==> config.mk <==
export PLATFORM = sky130hd
export DESIGN_NAME = pong_motion_ctrl
export DESIGN_NICKNAME = d
export VERILOG_FILES = /design/src/rtl/pong_motion_ctrl.sv
export SDC_FILE = /design/constraint.sdc
export NUM_CORES = 1
export LEC_CHECK = 0
export ABC_CLOCK_PERIOD_IN_PS = 2990
export CAP_MARGIN = 25
export CORE_ASPECT_RATIO = 2
export CORE_MARGIN = 2
export CORE_UTILIZATION = 30
export CTS_CLUSTER_SIZE = 24
export DETAILED_ROUTE_END_ITERATION = 12
export PLACE_DENSITY = 0.45
export SLEW_MARGIN = 40
export SYNTH_ARGS = -nofsm -noshare
export SYNTH_HDL_FRONTEND = slang
export SYNTH_SLANG_ARGS = --single-unit
==> constraint.sdc <==
create_clock -name pixel_clk -period 2.99 [get_ports pixel_clk]
set_clock_uncertainty 0.05 [all_clocks]
set_input_delay 0.4485 -clock pixel_clk [delete_from_list [all_inputs] [get_ports pixel_clk]]
set_output_delay 0.4485 -clock pixel_clk [all_outputs]
set_load 0.005 [all_outputs]
==> src/rtl/pong_motion_ctrl.sv <==
// pong_motion_ctrl: per-frame paddle, ball, score and serve sequencer for the Pong display
module pong_motion_ctrl #(
    parameter int PADDLE_W     = 10,
    parameter int PADDLE_H     = 120,
    parameter int P1_X         = 20,
    parameter int P2_X         = 610,
    parameter int BALL_SIZE    = 8,
    parameter int BORDER       = 2,
    parameter int PADDLE_STEP  = 4,
    parameter int BALL_STEP    = 2,
    parameter int SERVE_FRAMES = 60,
    parameter int SCORE_MAX    = 9
) (
    input  logic       pixel_clk,
    input  logic       reset,
    input  logic       V_visible,
    input  logic       P1_up,
    input  logic       P1_down,
    input  logic       P2_up,
    input  logic       P2_down,
    input  logic       start_btn,
    output logic [9:0] P1_paddle_y,
    output logic [9:0] P2_paddle_y,
    output logic [9:0] ball_x,
    output logic [9:0] ball_y,
    output logic [3:0] P1_score,
    output logic [3:0] P2_score,
    output logic       game_over
);
    localparam logic [1:0] ST_SERVE = 2'd0;
    localparam logic [1:0] ST_PLAY  = 2'd1;
    localparam logic [1:0] ST_OVER  = 2'd2;
    localparam int CW = $clog2(SERVE_FRAMES + 1);
    localparam logic [CW-1:0] CNT_INIT = CW'(SERVE_FRAMES);
    localparam logic [9:0]  CX        = 10'((640 - BALL_SIZE) / 2);
    localparam logic [9:0]  CY        = 10'((480 - BALL_SIZE) / 2);
    localparam logic [9:0]  P_INIT    = 10'((480 - PADDLE_H) / 2);
    localparam logic [10:0] P_MIN     = 11'(BORDER);
    localparam logic [10:0] P_MAX     = 11'(480 - BORDER - PADDLE_H);
    localparam logic [10:0] P_STEP    = 11'(PADDLE_STEP);
    localparam logic [9:0]  STEP      = 10'(BALL_STEP);
    localparam logic [9:0]  Y_TOP     = 10'(BORDER);
    localparam logic [9:0]  Y_BOT     = 10'(480 - BORDER - BALL_SIZE);
    localparam logic [9:0]  Y_UP_LIM  = 10'(BORDER + BALL_STEP);
    localparam logic [9:0]  Y_DN_LIM  = 10'(480 - BORDER - BALL_SIZE - BALL_STEP);
    localparam logic [9:0]  X_L_PLANE = 10'(P1_X + PADDLE_W);
    localparam logic [9:0]  X_L_HIT   = 10'(P1_X + PADDLE_W + BALL_STEP);
    localparam logic [9:0]  X_R_PLANE = 10'(P2_X - BALL_SIZE);
    localparam logic [9:0]  X_R_HIT   = 10'(P2_X - BALL_SIZE - BALL_STEP);
    localparam logic [9:0]  X_L_WALL  = 10'(BORDER + BALL_STEP);
    localparam logic [9:0]  X_R_WALL  = 10'(640 - BORDER - BALL_SIZE - BALL_STEP);
    localparam logic [10:0] SZ        = 11'(BALL_SIZE);
    localparam logic [10:0] PH        = 11'(PADDLE_H);
    localparam logic [3:0]  S_MAX     = 4'(SCORE_MAX);

    logic [4:0] sync1_q, sync2_q;
    logic v_q, tick;
    logic [1:0] state_q, state_d;
    logic [CW-1:0] cnt_q, cnt_d;
    logic [9:0] p1_q, p1_d, p2_q, p2_d, bx_q, bx_d, by_q, by_d;
    logic dx_q, dx_d, dy_q, dy_d;
    logic [3:0] s1_q, s1_d, s2_q, s2_d;
    logic p1_pt, p2_pt, ov1, ov2;

    // Paddle step in 11 bits so moving up near the border cannot wrap before the clamp.
    function automatic logic [9:0] paddle_next(input logic [9:0] y, input logic up, input logic dn);
        logic [10:0] w;
        w = {1'b0, y};
        if (up && !dn)
            w = (w < P_MIN + P_STEP) ? P_MIN : w - P_STEP;
        else if (dn && !up)
            w = (w + P_STEP > P_MAX) ? P_MAX : w + P_STEP;
        return w[9:0];
    endfunction

    assign tick = v_q & ~V_visible;
    assign ov1 = ({1'b0, by_q} + SZ > {1'b0, p1_q}) && ({1'b0, by_q} < {1'b0, p1_q} + PH);
    assign ov2 = ({1'b0, by_q} + SZ > {1'b0, p2_q}) && ({1'b0, by_q} < {1'b0, p2_q} + PH);

    // Button synchronisers and the vertical-visible delay that defines the frame tick.
    always_ff @(posedge pixel_clk or posedge reset) begin
        if (reset) begin
            sync1_q <= '0;
            sync2_q <= '0;
            v_q     <= 1'b0;
        end else begin
            sync1_q <= {start_btn, P2_down, P2_up, P1_down, P1_up};
            sync2_q <= sync1_q;
            v_q     <= V_visible;
        end
    end

    // Per-tick game step: paddles, serve countdown, ball motion, scoring and restart.
    always_comb begin
        state_d = state_q;
        cnt_d   = cnt_q;
        p1_d    = p1_q;
        p2_d    = p2_q;
        bx_d    = bx_q;
        by_d    = by_q;
        dx_d    = dx_q;
        dy_d    = dy_q;
        s1_d    = s1_q;
        s2_d    = s2_q;
        p1_pt   = 1'b0;
        p2_pt   = 1'b0;
        if (tick && state_q != ST_OVER) begin
            p1_d = paddle_next(p1_q, sync2_q[0], sync2_q[1]);
            p2_d = paddle_next(p2_q, sync2_q[2], sync2_q[3]);
        end
        if (tick && state_q == ST_SERVE) begin
            cnt_d = cnt_q - CW'(1);
            if (cnt_q == CW'(1)) state_d = ST_PLAY;
        end
        if (tick && state_q == ST_PLAY) begin
            if (dy_q) begin
                by_d = (by_q >= Y_DN_LIM) ? Y_BOT : by_q + STEP;
                dy_d = by_q < Y_DN_LIM;
            end else begin
                by_d = (by_q <= Y_UP_LIM) ? Y_TOP : by_q - STEP;
                dy_d = by_q <= Y_UP_LIM;
            end
            if (dx_q) begin
                if (bx_q >= X_R_HIT && bx_q <= X_R_PLANE && ov2) begin
                    bx_d = X_R_PLANE;
                    dx_d = 1'b0;
                end else if (bx_q >= X_R_WALL) p1_pt = 1'b1;
                else bx_d = bx_q + STEP;
            end else begin
                if (bx_q <= X_L_HIT && bx_q >= X_L_PLANE && ov1) begin
                    bx_d = X_L_PLANE;
                    dx_d = 1'b1;
                end else if (bx_q <= X_L_WALL) p2_pt = 1'b1;
                else bx_d = bx_q - STEP;
            end
            if (p1_pt || p2_pt) begin
                bx_d    = CX;
                by_d    = CY;
                dx_d    = p1_pt;
                dy_d    = dy_q;
                s1_d    = s1_q + {3'b0, p1_pt && s1_q != S_MAX};
                s2_d    = s2_q + {3'b0, p2_pt && s2_q != S_MAX};
                state_d = (s1_d == S_MAX || s2_d == S_MAX) ? ST_OVER : ST_SERVE;
                cnt_d   = CNT_INIT;
            end
        end
        if (tick && state_q == ST_OVER && sync2_q[4]) begin
            s1_d    = '0;
            s2_d    = '0;
            bx_d    = CX;
            by_d    = CY;
            cnt_d   = CNT_INIT;
            state_d = ST_SERVE;
        end
    end

    // Game state registers; async reset returns to a fresh serve.
    always_ff @(posedge pixel_clk or posedge reset) begin
        if (reset) begin
            state_q <= ST_SERVE;
            cnt_q   <= CNT_INIT;
            p1_q    <= P_INIT;
            p2_q    <= P_INIT;
            bx_q    <= CX;
            by_q    <= CY;
            dx_q    <= 1'b1;
            dy_q    <= 1'b1;
            s1_q    <= '0;
            s2_q    <= '0;
        end else begin
            state_q <= state_d;
            cnt_q   <= cnt_d;
            p1_q    <= p1_d;
            p2_q    <= p2_d;
            bx_q    <= bx_d;
            by_q    <= by_d;
            dx_q    <= dx_d;
            dy_q    <= dy_d;
            s1_q    <= s1_d;
            s2_q    <= s2_d;
        end
    end

    assign P1_paddle_y = p1_q;
    assign P2_paddle_y = p2_q;
    assign ball_x      = bx_q;
    assign ball_y      = by_q;
    assign P1_score    = s1_q;
    assign P2_score    = s2_q;
    assign game_over   = state_q == ST_OVER;
endmodule

Yosys cells after proc, flatten, opt, wreduce, memory -nomap -nowiden
Cells that the tools add are included.
{"block": "classes", "addsub": 14, "n_mul": 0, "div_mod_pow": 0, "magnitude_cmp": 17, "n_eq_ne": 10, "shift": 0, "n_mux": 51, "bitwise": 3, "reduce_logical": 33}
{"cell": "$mux W10", "count": 22}
{"cell": "$mux W4", "count": 6}
{"cell": "$mux W6", "count": 4}
{"cell": "$add A10 B3 Y11 const B", "count": 2}
{"cell": "$add A10 B7 Y11 const B", "count": 2}
{"cell": "$gt A11 B10 Y1", "count": 2}
{"cell": "$gt A11 B9 Y1 const B", "count": 2}
{"cell": "$lt A10 B11 Y1", "count": 2}
{"cell": "$add A10 B2 Y10 const B", "count": 2}
{"cell": "$ge A10 B10 Y1 const B", "count": 2}
{"cell": "$le A10 B3 Y1 const B", "count": 2}
{"cell": "$lt A10 B3 Y1 const B", "count": 2}
{"cell": "$sub A10 B2 Y10 const B", "count": 2}
{"cell": "$sub A10 B3 Y10 const B", "count": 2}
{"cell": "$logic_and A1 B1 Y1", "count": 17}
{"cell": "$mux W1", "count": 13}
{"cell": "$mux W2", "count": 6}
{"cell": "$add A10 B4 Y11 const B", "count": 1}
{"cell": "$ge A10 B5 Y1 const B", "count": 1}
{"cell": "$ge A10 B9 Y1 const B", "count": 1}
{"cell": "$le A10 B10 Y1 const B", "count": 1}
{"cell": "$le A10 B6 Y1 const B", "count": 1}
{"cell": "$lt A10 B9 Y1 const B", "count": 1}
{"cell": "$ne A5 B3 Y1 const B", "count": 2}
{"cell": "other kinds (16)", "count": 30}
{"block": "totals", "ff_bits": 69, "latchBits": 0, "mem_bits_rw": 0, "rom_bits": 0, "input_bits": 8, "out_inout_bits": 49, "elab_cells": 141, "memories": 0}

Logic depth before layout (Yosys ltp)
{"block": "logic_depth", "depth_word": 15, "depth_mapped": 13, "ltp_nobuf": 13}

Worst setup path before layout
No wires, ideal clock.
{"block": "synth_path", "path_type": "register to register", "startpoint": "register p1_q[4] (netlist: P1_paddle_y[4])", "endpoint": "register bx_q[6] (netlist: ball_x[6])", "setup_time_ps": 130, "t_arrival_ps": 2951, "slack_ps": -141, "stages_incl_launch_ff": 14, "n_path_buf": 1, "period_less_slack_ps": 3131, "cell_sequence": "dfstp_2 clkbuf_1 inv_1 ha_1 a21oi_1 xnor2_1 ha_1 and3_1 nor3b_1 a211oi_1 o2111ai_1 o21ai_0 o21ai_0 o2bb2ai_1"}
{"block": "synth_between", "elab_chain_len": 11, "elab_cells_between_ends": 17}
{"element": "start, declared", "line_no": "60", "text": "logic [9:0] p1_q, p1_d, p2_q, p2_d, bx_q, bx_d, by_q, by_d;"}
{"element": "start signal, assigned", "line_no": "173", "text": "p1_q <= p1_d;"}
{"element": "$add A10 B7 Y11", "line_no": "77", "text": "assign ov1 = ({1'b0, by_q} + SZ > {1'b0, p1_q}) && ({1'b0, by_q} < {1'b0, p1_q} + PH);"}
{"element": "$lt A10 B11 Y1", "line_no": "77"}
{"element": "$logic_and A1 B1 Y1 (*)", "line_no": "77"}
{"element": "$logic_and A1 B1 Y1 (*)", "line_no": "130", "text": "if (bx_q <= X_L_HIT && bx_q >= X_L_PLANE && ov1) begin"}
{"element": "$mux W1", "line_no": "130"}
{"element": "$mux W1", "line_no": "123", "text": "if (dx_q) begin"}
{"element": "$mux W1", "line_no": "115", "text": "if (tick && state_q == ST_PLAY) begin"}
{"element": "$logic_or A1 B1 Y1", "line_no": "136", "text": "if (p1_pt || p2_pt) begin"}
{"element": "$mux W10", "line_no": "136"}
{"element": "$mux W10", "line_no": "115"}
{"element": "$mux W10", "line_no": "147", "text": "if (tick && state_q == ST_OVER && sync2_q[4]) begin"}
{"element": "end signal, assigned", "line_no": "164", "text": "bx_q <= CX;"}
{"element": "end signal, assigned", "line_no": "175", "text": "bx_q <= bx_d;"}
{"element": "end, declared", "line_no": "60"}
Every way passes the cells marked *; elsewhere a longest branch is shown, timed or not. The select of a mux whose other input is x is not followed.
A chain may end at the register's enable or synchronous reset.

Final worst setup path
Same ends and word-level chain as after synthesis.

==> Flow_metrics.wiki <==
{| class="wikitable"
! Metric !! Value
|-
| Outcome || finished, final reports clean
|-
| Worst EP arrival || around 3.2 ns
|-
| Class of the tightest hold or removal check || reg -> reg
|-
| Post-CTS Hold Buffers || 0
|-
| Number of enable-type register cells in the synthesized netlist || 0
|-
| Max Root-Sink Buffers || 2
|-
| CTS Sinks || between 60 and 70
|-
| Share of post-route cells with drive strength above 1 || 0.213
|-
| Leftover overflow at the end of global routing || 0
|-
| Nets || around 850
|-
| Post-detailed-placement half-perimeter wirelength || about 16 mm
|-
| CTS H-tree lvls || 3
|-
| Placer's final routability congestion estimate || around 0.92
|-
| Top achievable clock speed || roughly 340 MHz
|-
| Most frequently used cell type in the post-synthesis netlist || sky130_fd_sc_hd__nand2_1
|-
| Worst-margin pin slew || 0.476 ns
|-
| Detailed-route DRC error count || 0
|-
| DRT met1 WL || 6.69 mm
|-
| Total negative setup slack || 0 ns
|-
| Total met2 wirelength after detailed routing || around 11 mm
|-
| Top post-synthesis cells by area || sky130_fd_sc_hd__dfrtp_1 (18%), sky130_fd_sc_hd__ha_1 (13%), sky130_fd_sc_hd__dfstp_2 (11%)
|-
| Category of the worst setup path capture point || flop
|-
| Maximum number of pins on one net before global-route repair || 66
|-
| First-pass GRT wire length || a little over 30 mm
|-
| Uppermost signal routing layer after detailed routing || met4
|-
| Syn Inst Count || around 680
|-
| Launching element type of the critical path || flop
|-
| Slew Viols, Final || 0
|-
| Top cell type's share of synthesized area || 0.183
|-
| Number of global-route vias before repair || between 5000 and 6000
|-
| Number of standard-cell rows in the floorplan || 70
|-
| Post-Synthesis Cell Area || approximately 5600 um2
|-
| Clock latency on the worst-skew pair || 0.35 ns
|-
| Area of all sequential standard cells || between 1500 and 2000 um2
|-
| Period utilization || 0.998
|-
| Sum of met3 wire segment lengths after detailed routing || around 700 um
|-
| Count of boundary I/O pins || 57
|-
| Clock buffers created by TritonCTS || 9
|-
| Die extent in x || 101 um
|-
| GR Util All Layers || 0.203
|-
| CTS tree || yes
|-
| Cell leakage power || around 0.0031 uW
|-
| Initial Utilization || 0.306
|-
| Pre-Repair DR Iteration Count || 5
|-
| Count of buffers from port buffering || 52
|-
| DIE AREA || approximately 20000 um2
|-
| Inserted Diodes || 0
|-
| Final design utilization || 0.401
|-
| Area of the core region || between 15000 and 20000 um2
|-
| Via count || around 5700
|-
| Total count of hold-check failures in the final report || 0
|-
| Vias per std cell || around 5.7
|-
| Async set-or-reset flop fraction in the synthesized netlist || 1.00
|-
| Die height || 197 um
|-
| Antenna violations before repair || 0
|-
| Warning count from the yosys run || 0
|-
| Max-slew headroom || 0.674
|-
| Most common flop cell mapped by yosys || sky130_fd_sc_hd__dfrtp_1
|-
| Flip-flop and latch count after synthesis || 65
|-
| Per-instance average area after synthesis || around 8.2 um2
|-
| Peak fanout along the critical path || 5
|-
| Average wire per standard cell || approximately 20 um
|-
| Synth top cells by count || sky130_fd_sc_hd__nand2_1 (67), sky130_fd_sc_hd__ha_1 (58), sky130_fd_sc_hd__nor2_1 (58), sky130_fd_sc_hd__a21oi_1 (50), sky130_fd_sc_hd__inv_1 (44)
|-
| Fillers || roughly 1900
|-
| Number of distinct library cells after synthesis || between 70 and 80
|-
| Number of violations reported at the end of detailed-routing iteration 0 || 226
|-
| Area leader, netlist || sky130_fd_sc_hd__dfrtp_1
|-
| Area of the multi-input gates || 3860 um2
|-
| DRT Wirelength || around 20 mm
|-
| Max VDD drop || roughly 360 uV
|-
| Critical Path RT || about 3.2 ns
|-
| Post-DRT Antenna Nets || 0
|-
| Layout-stage area growth over the synthesis result || 30.9%
|-
| CP Class || reg -> reg
|-
| Final critical-path required period || around 3 ns
|-
| Pwr per Cell Area || about 840 nW/um2
|-
| CTS root buf || sky130_fd_sc_hd__clkbuf_16
|-
| Max_cap viols || 0
|-
| Clock-pin slew reported for the worst setup and hold paths after clock tree synthesis || 0.06 ns
|-
| Share of the yosys chip area belonging to registers || 0.295
|-
| Final setup fails || 0
|-
| Unrepaired setup endpoints after global routing || yes
|}
logic make-up (layout without fill, tap and decap cells):
group | after synthesis | after routing | synth area share
flops | 65 | 65 | 0.295
other cells | 1 | 4 | 0.000669
compound gates | 195 | 195 | 0.237
xor+xnor | 35 | 35 | 0.0547
fa+ha+maj | 58 | 58 | 0.129
simple gates | 241 | 241 | 0.212
mux | 6 | 6 | 0.0109
buf+inv | 80 | 189 | 0.0600
cell type report:
cell class,count,share of cell area
tap,216,0.0368
clock inverter,7,0.00699
sequential,65,0.226
timing repair buffer,128,0.151
multi-input combinational,539,0.525
clock buffer,9,0.0307
inverter,45,0.0230
sequential cells by signal, summed over array words and instances (netlist names):
signal       flops
sync2_q          5
P1_paddle_y      9
P2_score         4
P1_score         4
P2_paddle_y      9
v_q              1
ball_x           9
dx_q             1
cnt_q            6
dy_q             1
state_q          2
ball_y           9
sync1_q          5
worst max-delay path, cell delays in order (launching register included):
cell and delay, ns:
sky130_fd_sc_hd__dfstp_2 0.55, sky130_fd_sc_hd__inv_1 0.07, sky130_fd_sc_hd__ha_2 0.20, sky130_fd_sc_hd__buf_4 0.15, sky130_fd_sc_hd__xnor2_2 0.14, sky130_fd_sc_hd__ha_1 0.30, sky130_fd_sc_hd__o21ai_0 0.26, sky130_fd_sc_hd__nor3b_2 0.09
sky130_fd_sc_hd__a211oi_2 0.26, sky130_fd_sc_hd__o2111ai_1 0.15, sky130_fd_sc_hd__buf_4 0.19, sky130_fd_sc_hd__o21ai_2 0.19, sky130_fd_sc_hd__o21ai_0 0.13, sky130_fd_sc_hd__o2bb2ai_1 0.15
what timing repair did:
action,CTS,global route
buffers inserted,0,6
cloned,0,0
setup endpoints to repair,5,10
pin swaps,1,27
resized for setup,3,38
layer usage:
metal | track usage | up-vias
li1 | - | 2705
met1 | 0.192 | 2754
met2 | 0.393 | 186
met3 | 0.0269 | 72
met4 | 0.127 | 0
met5 | 0 | -
power breakdown:
part	internal, uW	switching [uW]	total (uW)
Clock	567	459	1030
Combinational	1660	1970	3630
Sequential	1180	305	1480
Total	3410	2740	6140
cell usage in the layout, fill, tap and decap left out, types with 9 or more instances in the layout:
cell and instances:
sky130_fd_sc_hd__and3_1 10, sky130_fd_sc_hd__ha_1 53, sky130_fd_sc_hd__nor2_1 57, sky130_fd_sc_hd__dfrtp_1 40, sky130_fd_sc_hd__dfstp_2 24, sky130_fd_sc_hd__xnor2_1 21, sky130_fd_sc_hd__o21ai_0 37, sky130_fd_sc_hd__nor3_1 21
sky130_fd_sc_hd__buf_4 73, sky130_fd_sc_hd__clkbuf_16 9, sky130_fd_sc_hd__a31oi_1 15, sky130_fd_sc_hd__nand2_1 66, sky130_fd_sc_hd__nand4_1 12, sky130_fd_sc_hd__inv_1 43, sky130_fd_sc_hd__a21oi_1 48, sky130_fd_sc_hd__xor2_1 10
sky130_fd_sc_hd__nand3_1 25, sky130_fd_sc_hd__clkdlybuf4s50_1 52
final timing paths:
| check | from | end | slack [ns] | cells after the start |
|---|---|---|---|---|
| worst max-delay path | P1_paddle_y[4]$_DFFE_PP1P_ | ball_x[6]$_DFFE_PP0P_ | 0.006 | 13 |
| worst min-delay path | sync1_q[0]$_DFF_PP0_ | sync2_q[0]$_DFF_PP0_ | 0.30 | 0 |
| worst max register to register | P1_paddle_y[4]$_DFFE_PP1P_ | ball_x[6]$_DFFE_PP0P_ | 0.006 | 13 |
| worst min register to register | sync1_q[0]$_DFF_PP0_ | sync2_q[0]$_DFF_PP0_ | 0.30 | 0 |
| max in group asynchronous | reset | P1_paddle_y[4]$_DFFE_PP1P_ | 2.08 | 3 |
| min in group asynchronous | reset | P2_paddle_y[1]$_DFFE_PP0P_ | 0.42 | 3 |
through the flow:
stage               hold slack [ns]  total power (uW)  area (um2)  setup slack (ns)  instances
floorplan                     0.281              3360        5620            0.0484        684
global placement              0.283              4750        6780           -0.0119        987
detailed placement            0.291              4790        6780           -0.0984        987
CTS                           0.305              5870        7070           0.00256       1003
global route                  0.306              6590        7340           -0.0997       1009
finish                        0.302              6140        7340           0.00612       1009
No activity file was read; power rests on OpenSTA's default activity.
